===== src/rtl/jump_target_unit.sv =====
// ----------------------------------------------------------------------------
// jump_target_unit
//
// Builds a jump/branch offset from decoded instruction fields, sign-extends it
// and adds it to the PC of the jumping instruction. CALL pushes the return
// address (pc_in + 1) onto a small circular return-address stack (RAS). RET
// pops it. One request is handled at a time through IDLE -> CALC -> RESP.
//
// Handshakes: a transfer happens on a rising edge where valid && ready are
// both high. req_ready is high only in IDLE. resp_valid is high only in RESP.
// While in RESP, target and err are held stable until resp_ready is seen.
//
// Ports:
//   clk, rst               clock (rising edge) / synchronous active-high reset
//   req_valid, req_ready   request handshake
//   mode                   00 JMP, 01 BR, 10 CALL, 11 RET
//   m, rd, rs1, imm        instruction fields forming the offset
//   pc_in                  PC of the jumping instruction
//   resp_valid, resp_ready response handshake
//   target                 computed next PC
//   err                    RAS overflow (CALL) / underflow (RET)
// ----------------------------------------------------------------------------
module jump_target_unit #(
    parameter int PC_W      = 16,
    parameter int REG_W     = 3,
    parameter int IMM_W     = 5,
    parameter int RAS_DEPTH = 4
) (
    input  logic             clk,
    input  logic             rst,
    input  logic             req_valid,
    output logic             req_ready,
    input  logic [1:0]       mode,
    input  logic             m,
    input  logic [REG_W-1:0] rd,
    input  logic [REG_W-1:0] rs1,
    input  logic [IMM_W-1:0] imm,
    input  logic [PC_W-1:0]  pc_in,
    output logic             resp_valid,
    input  logic             resp_ready,
    output logic [PC_W-1:0]  target,
    output logic             err
);

    localparam int OFF_W = 1 + 2*REG_W + IMM_W;
    localparam int PTR_W = $clog2(RAS_DEPTH);
    localparam int CNT_W = $clog2(RAS_DEPTH + 1);

    localparam logic [1:0] MODE_JMP  = 2'b00;
    localparam logic [1:0] MODE_BR   = 2'b01;
    localparam logic [1:0] MODE_CALL = 2'b10;
    localparam logic [1:0] MODE_RET  = 2'b11;

    typedef enum logic [1:0] {
        IDLE = 2'b00,
        CALC = 2'b01,
        RESP = 2'b10
    } state_t;

    state_t             state_q, state_d;
    logic [1:0]         mode_q, mode_d;
    logic               m_q, m_d;
    logic [REG_W-1:0]   rd_q, rd_d;
    logic [REG_W-1:0]   rs1_q, rs1_d;
    logic [IMM_W-1:0]   imm_q, imm_d;
    logic [PC_W-1:0]    pc_q, pc_d;
    logic [PC_W-1:0]    target_q, target_d;
    logic               err_q, err_d;
    logic [CNT_W-1:0]   cnt_q, cnt_d;
    logic [PTR_W-1:0]   ptr_q, ptr_d;   // next free slot; top entry is ptr_q-1

    logic [PC_W-1:0]    ras_q [RAS_DEPTH];
    logic               ras_we;
    logic [PC_W-1:0]    ras_wdata;

    logic [OFF_W-1:0]   jfield;
    logic [PC_W-1:0]    off_sext;
    logic [PC_W-1:0]    sum;
    logic [PC_W-1:0]    pc_inc;
    logic               ras_full;
    logic [PTR_W-1:0]   top_idx;

    // Offset assembly and sign extension (casts of signed values extend the sign).
    assign jfield   = {m_q, rd_q, rs1_q, imm_q};
    assign off_sext = (mode_q == MODE_BR) ? PC_W'($signed(imm_q))
                                          : PC_W'($signed(jfield));
    assign sum      = pc_q + off_sext;
    assign pc_inc   = pc_q + PC_W'(1);
    assign ras_full = (cnt_q == CNT_W'(RAS_DEPTH));
    assign top_idx  = ptr_q - PTR_W'(1);

    always_comb begin
        state_d   = state_q;
        mode_d    = mode_q;
        m_d       = m_q;
        rd_d      = rd_q;
        rs1_d     = rs1_q;
        imm_d     = imm_q;
        pc_d      = pc_q;
        target_d  = target_q;
        err_d     = err_q;
        cnt_d     = cnt_q;
        ptr_d     = ptr_q;
        ras_we    = 1'b0;
        ras_wdata = pc_inc;

        case (state_q)
            IDLE: begin
                if (req_valid) begin
                    mode_d  = mode;
                    m_d     = m;
                    rd_d    = rd;
                    rs1_d   = rs1;
                    imm_d   = imm;
                    pc_d    = pc_in;
                    state_d = CALC;
                end
            end
            CALC: begin
                target_d = sum;
                err_d    = 1'b0;
                case (mode_q)
                    MODE_CALL: begin
                        // When full, ptr_q already points at the oldest entry,
                        // so the push overwrites it and the count saturates.
                        ras_we = 1'b1;
                        ptr_d  = ptr_q + PTR_W'(1);
                        if (ras_full) begin
                            err_d = 1'b1;
                        end else begin
                            cnt_d = cnt_q + CNT_W'(1);
                        end
                    end
                    MODE_RET: begin
                        if (cnt_q != '0) begin
                            target_d = ras_q[top_idx];
                            ptr_d    = top_idx;
                            cnt_d    = cnt_q - CNT_W'(1);
                        end else begin
                            target_d = pc_inc;
                            err_d    = 1'b1;
                        end
                    end
                    default: begin
                    end
                endcase
                state_d = RESP;
            end
            RESP: begin
                if (resp_ready) begin
                    state_d = IDLE;
                end
            end
            default: begin
                state_d = IDLE;
            end
        endcase
    end

    always_ff @(posedge clk) begin
        if (rst) begin
            state_q  <= IDLE;
            mode_q   <= '0;
            m_q      <= 1'b0;
            rd_q     <= '0;
            rs1_q    <= '0;
            imm_q    <= '0;
            pc_q     <= '0;
            target_q <= '0;
            err_q    <= 1'b0;
            cnt_q    <= '0;
            ptr_q    <= '0;
        end else begin
            state_q  <= state_d;
            mode_q   <= mode_d;
            m_q      <= m_d;
            rd_q     <= rd_d;
            rs1_q    <= rs1_d;
            imm_q    <= imm_d;
            pc_q     <= pc_d;
            target_q <= target_d;
            err_q    <= err_d;
            cnt_q    <= cnt_d;
            ptr_q    <= ptr_d;
        end
    end

    // Stack contents need no reset: count==0 makes them unreachable.
    always_ff @(posedge clk) begin
        if (!rst && ras_we) begin
            ras_q[ptr_q] <= ras_wdata;
        end
    end

    // Outputs are forced inactive while rst is asserted, including the reset cycle.
    assign req_ready  = !rst && (state_q == IDLE);
    assign resp_valid = !rst && (state_q == RESP);
    assign target     = rst ? '0 : target_q;
    assign err        = !rst && err_q;

endmodule


===== config.mk =====
export PLATFORM = sky130hd
export DESIGN_NAME = jump_target_unit
export DESIGN_NICKNAME = d
export VERILOG_FILES = /design/src/rtl/jump_target_unit.sv
export SDC_FILE = /design/constraint.sdc
export NUM_CORES = 1
export LEC_CHECK = 0
export ABC_CLOCK_PERIOD_IN_PS = 2400
export CAP_MARGIN = 20
export CELL_PAD_IN_SITES_DETAIL_PLACEMENT = 0
export CELL_PAD_IN_SITES_GLOBAL_PLACEMENT = 2
export CORE_MARGIN = 4
export CORE_UTILIZATION = 31
export CTS_BUF_LIST = sky130_fd_sc_hd__clkbuf_8 sky130_fd_sc_hd__clkbuf_16
export CTS_CLUSTER_SIZE = 30
export DETAILED_ROUTE_END_ITERATION = 8
export GPL_ROUTABILITY_DRIVEN = 0
export PLACE_DENSITY_LB_ADDON = 0.1
export SLEW_MARGIN = 10
export SYNTH_ARGS = -nofsm -noshare
export SYNTH_HDL_FRONTEND = slang
export SYNTH_SLANG_ARGS = --single-unit

===== constraint.sdc =====
create_clock -name clk -period 2.4 [get_ports clk]
set_input_delay 0.24 -clock clk [delete_from_list [all_inputs] [get_ports clk]]
set_output_delay 0.24 -clock clk [all_outputs]
set_load 0.1 [all_outputs]

-- Yosys cells after proc, flatten, opt, wreduce, memory -nomap -nowiden
Memories as Yosys holds them, arrays and structs flattened.
Index checks and enable logic that the tools add are counted.
- output and inout bits: 19
- register bits after elaboration: 54
- memories: 1
- memory bits (writable): 64
- word-level logic and storage cells: 59
- memory list (name ; words ; width ; read ports ; clocked after memory_dff ; write ports ; line ; text):
    ras_q ; 4 ; 16 ; 1 ; 0 ; 1 ; 72 ; logic [PC_W-1:0] ras_q [RAS_DEPTH];
- $add $sub $neg: 6
- multiplexer cells: 19
- reduce and logical (&&, ||, !) cells: 12
- eq/ne operators: 10
- operators with widths (cell ; count):
    $mux 16 ; 4
    $add 16x1->16 const B ; 1
    $add 16x16->16 ; 1
    $ne 2x2->1 const B ; 4
    $eq 2x2->1 const B ; 3
    $mux 1 ; 6
    $mux 2 ; 3
    $mux 3 ; 2
    $pmux 2 s3 ; 1
    $pmux 3 s2 ; 1
    $eq 2x1->1 const B ; 2
    $logic_and 1x1->1 ; 4
    $pmux 2 s2 ; 1
    $reduce_and 2->1 ; 2
    $reduce_and 4->1 ; 1
    $add 3x1->3 const B ; 1
    $eq 3x3->1 const B ; 1
    $reduce_and 3->1 ; 1
    $reduce_bool 3->1 ; 1
    $sub 3x1->3 const B ; 1
    $add 2x1->2 const B ; 1
    $logic_not 2->1 ; 1
    $pmux 1 s2 ; 1
    $reduce_bool 2->1 ; 1
    other kinds (2) ; 2

-- Logic depth before layout (Yosys ltp)
- word-level depth: 6
- gate-level depth with buffers: 11
- gate-level depth less buffers: 10

-- Least setup slack after synthesis
Ideal clock, no wire load.
- path type: in2out
- start point: input rst
- end point: output resp_valid
- data arrival time: 2824 ps
- path buffers: 2
- required time: 2160 ps
- slack: -664 ps
- cell stages on the path: 3
- cell sequence: clkbuf_1 -> clkbuf_1 -> nor3b_1
- longest elaborated chain between the ends: 2
- ends and longest elaborated chain (what ; line ; text):
    start, declared ; 30 ; input logic rst,
    $logic_not 1->1 ; 197 ; assign resp_valid = !rst && (state_q == RESP);
    $logic_and 1x1->1 ; 197 ;
    end, declared ; 39 ; output logic resp_valid,
No other way between the ends.

-- Final worst setup path
- start point: register mode_q[1]
- end point: register target_q[15]
- longest elaborated chain between the ends: 4
- elaborated cells on any way between the ends: 5
- classes of those cells: 1 x add/sub; 2 x eq/ne; 2 x mux
- ends and longest elaborated chain (what ; line ; text):
    start, declared ; 61 ; logic [1:0] mode_q, mode_d;
    start signal, assigned ; 175 ; mode_q <= mode_d;
    $eq 2x1->1 ; 85 ; assign off_sext = (mode_q == MODE_BR) ? PC_W'($signed(imm_q))
    $mux 16 ; 85 ;
    $add 16x16->16 ; 87 ; assign sum = pc_q + off_sext;
    $mux 16 * ; 122 ; case (mode_q)
    end signal, assigned ; 181 ; target_q <= target_d;
    end, declared ; 67 ; logic [PC_W-1:0] target_q, target_d;
Mark *: on every way between the ends. The rest lies on a longest branch, timed or not.
A chain may end at the register's enable or synchronous reset.

==> flow_summary.ini <==
[run_status]
outcome = finished, final reports clean

[drt]
initialDrtViolationCount = 226
drt_wl_total_mm = 16.7
dr.pass1.iters = 4
vias = 4362
viasPerCell = 4.97
ant_nets = 0
drcViolationCount = 0
wire_per_inst_microns = 19.0

[die]
die_h_microns = 146
rows = 50
initial_core_util_pct = 31.5
io_pins = 53
chipWidth_microns = 146
core_area_sq_um = 18700
dieArea_sq_um = 21300

[yosys]
synthFlopType = edfxtp_1
synth.distinct_cells = 63
netlist_instances = 550
yosys-top-cells-area = edfxtp_1, dfxtp_1, nand2_1
synth_commonest_cells = nand2_1, edfxtp_1, a21oi_1
synth_edf_count = 64
post_synth.cell_area_avg_sq_um = 10.7
synth-seq-cells = 118
yosysSeqAreaShare_pct = 50.9
syn_area_sq_um = 5900
syn_nets = 608
synth_warnings = 0
yosys.cell_count.top_type = nand2_1
synthArstFlopShare_pct = 0
synth_top_area_cell = edfxtp_1
synth_top_area_share_pct = 32.6

[worst_setup_path]
cp.required_ns = 2.68
r2r_cells = 10
reg2reg_from = mode_q[1]$_SDFFE_PP0P_
worstPathCellList = buf_4 > o21ai_1 > nand2_1 > ha_1 > a21o_1 > a211o_1 > o22ai_1 > a21oi_1 > xnor2_1 > a211oi_1
critPathArrivalTime_ns = 2.54
critPathMaxStageDelay_ns = 0.31
crit_type = register to register
r2r_end = target_q[15]$_SDFFE_PP0P_
worstPathMaxFanout = 12
cp_slowest_cell = dfxtp_1
end_kind = register
reg2reg_setup_slack_ns = 0.14
startpoint_type = register

[grt]
grt_start_max_net_pins = 49
grt_use_total_pct = 16.1
grt_pass1_wl_mm = 26.4
overflow = 0
grt_pass1_vias = 4545
antenna_found_initial = 0

[sta]
skew_ns = 0.0102
setup_slack_ns = 0.143
rsz0062_at_grt = true
fin_crit_sh_pct = 94.0
clock.fmax_mhz = 443
final_hold_viol_count = 0
slew_viol_final = 0
finalSetupViolCount = 0
worst_pin_slew_ns = 0.613
min_period_ns = 2.26
slew_headroom_pct = 58.9
tns_ns = 0

[layout]
area_growth_pct = 26.0
fillers = 1872
nets = 689
utilization_pct = 39.7
stdcell_count = 878
final_layout_size_suffix_gt1_share_pct = 19.3
antennaDiodeCount = 0

[run]
maxCapViolCount = 0

[power_and_ir_drop]
vdd_drop_max_v = 0.000481
power_mw = 5.22
p_per_area_nw_per_um2 = 702
p_leak_nw = 2.78

[clocking]
clk_pin_slew_ns = 0.06
htree_levels = 4
clk_latency_ns = 0.42
clockBufferDepth = 2
cts_tree = yes
cts_sinks = 118
ctsRootBufferMaster = clkbuf_16
numCtsBuffers = 17
ctsHoldBuffers = 0

[placed_design]
dp_slack_ns = 0.0732
portBuffers = 52
dp.cells = 844
hpwl_mm = 12.1

[worst_hold_path]
holdPathEnd = rd_q[0]$_SDFFE_PP0P_
holdPathStages = 3
hp-start = rd[0]
hold_path.class = input pin to register
metrics by stage:
step	hold slack, ns	cell area, sq um
finish	0.367	7430
global placement	0.444	6810
CTS	0.352	7350
global route	0.364	7430
detailed placement	0.441	6810
floorplan	0.362	5910
worst max-delay path, delay by kind of cell, from the launching register on:
kind	cells	cell delay, ns
AOI/OAI and AO/OA	6	0.94
DFF	1	0.31
adders and majority gates	1	0.31
xor gates and xnor gates	1	0.28
buffers and inverters	1	0.17
and+or+nand+nor	1	0.12
state kept, by name, summed over array words and instances, names as in the netlist:
register	count
ras_q	64
pc_q	16
target_q	16
imm_q	5
cnt_q	3
rd_q	3
rs1_q	3
mode_q	2
ptr_q	2
state_q	2
err_q	1
m_q	1
layout by cell type, fill, tap and decap left out, drive strengths merged, types with 11 or more instances in the layout:
master | netlist | final
nand2 | 99 | 99
xor2 | 13 | 13
xnor2 | 18 | 18
a211oi | 11 | 11
o21ai | 25 | 25
buf | 8 | 57
mux4 | 16 | 16
dfxtp | 54 | 54
clkdlybuf4s50 | 0 | 32
clkbuf | 19 | 19
ha | 22 | 22
a21oi | 59 | 59
nor2b | 20 | 20
edfxtp | 64 | 64
inv | 12 | 15
nor2 | 20 | 20
layer usage:
metal	wire, microns	track usage (%)	up-vias
li1	-	-	2160
met1	8440	22.8	2104
met2	7560	24.8	81
met3	555	3.18	17
met4	161	4.94	0
met5	0	0	-
cell families (layout without fill, tap and decap cells):
logic type	Yosys count	in the layout	share of synthesized area (%)
simple gates	187	187	15.0
buf+inv	40	134	2.88
xor+xnor	31	31	4.73
flops	118	118	50.9
mux	22	22	7.64
fa+ha+maj	24	24	5.35
compound gates	128	128	13.4
power breakdown:
part	switching [mW]	total, mW	internal, mW
clock network	0.950	2.31	1.36
registers	0.0621	2.25	2.19
logic	0.400	0.654	0.255
total	1.41	5.22	3.81
worst max-delay path by stage:
stage / depth (start not counted) / slack, ns / start / end
2_1_floorplan: 10 / 0.16 / ptr_q[0]$_SDFFE_PP0P_ / target_q[10]$_SDFFE_PP0P_
3_3_place_gp: 8 / 0.12 / mode_q[0]$_SDFFE_PP0P_ / target_q[8]$_SDFFE_PP0P_
3_5_place_dp: 10 / 0.07 / mode_q[0]$_SDFFE_PP0P_ / target_q[13]$_SDFFE_PP0P_
4_1_cts: 10 / 0.05 / mode_q[0]$_SDFFE_PP0P_ / target_q[13]$_SDFFE_PP0P_
5_1_grt: 10 / -0.05 / mode_q[1]$_SDFFE_PP0P_ / target_q[15]$_SDFFE_PP0P_
6_report: 10 / 0.14 / mode_q[1]$_SDFFE_PP0P_ / target_q[15]$_SDFFE_PP0P_
what timing repair did:
| action | CTS | global route |
|---|---|---|
| setup endpoints to repair | 0 | 10 |
| setup buffers | 0 | 2 |
| gates resized for setup | 0 | 17 |
area by class of cell:
class | count | area [sq um] | area share, %
sequential | 118 | 3000 | 40.4
multi-input combinational | 392 | 2800 | 37.7
timing repair buffer | 89 | 746 | 10.0
clock buffer | 19 | 453 | 6.10
tap | 234 | 293 | 3.94
clock inverter | 13 | 83.8 | 1.13
inverter | 13 | 48.8 | 0.657
(Power assumes the default switching activity.)
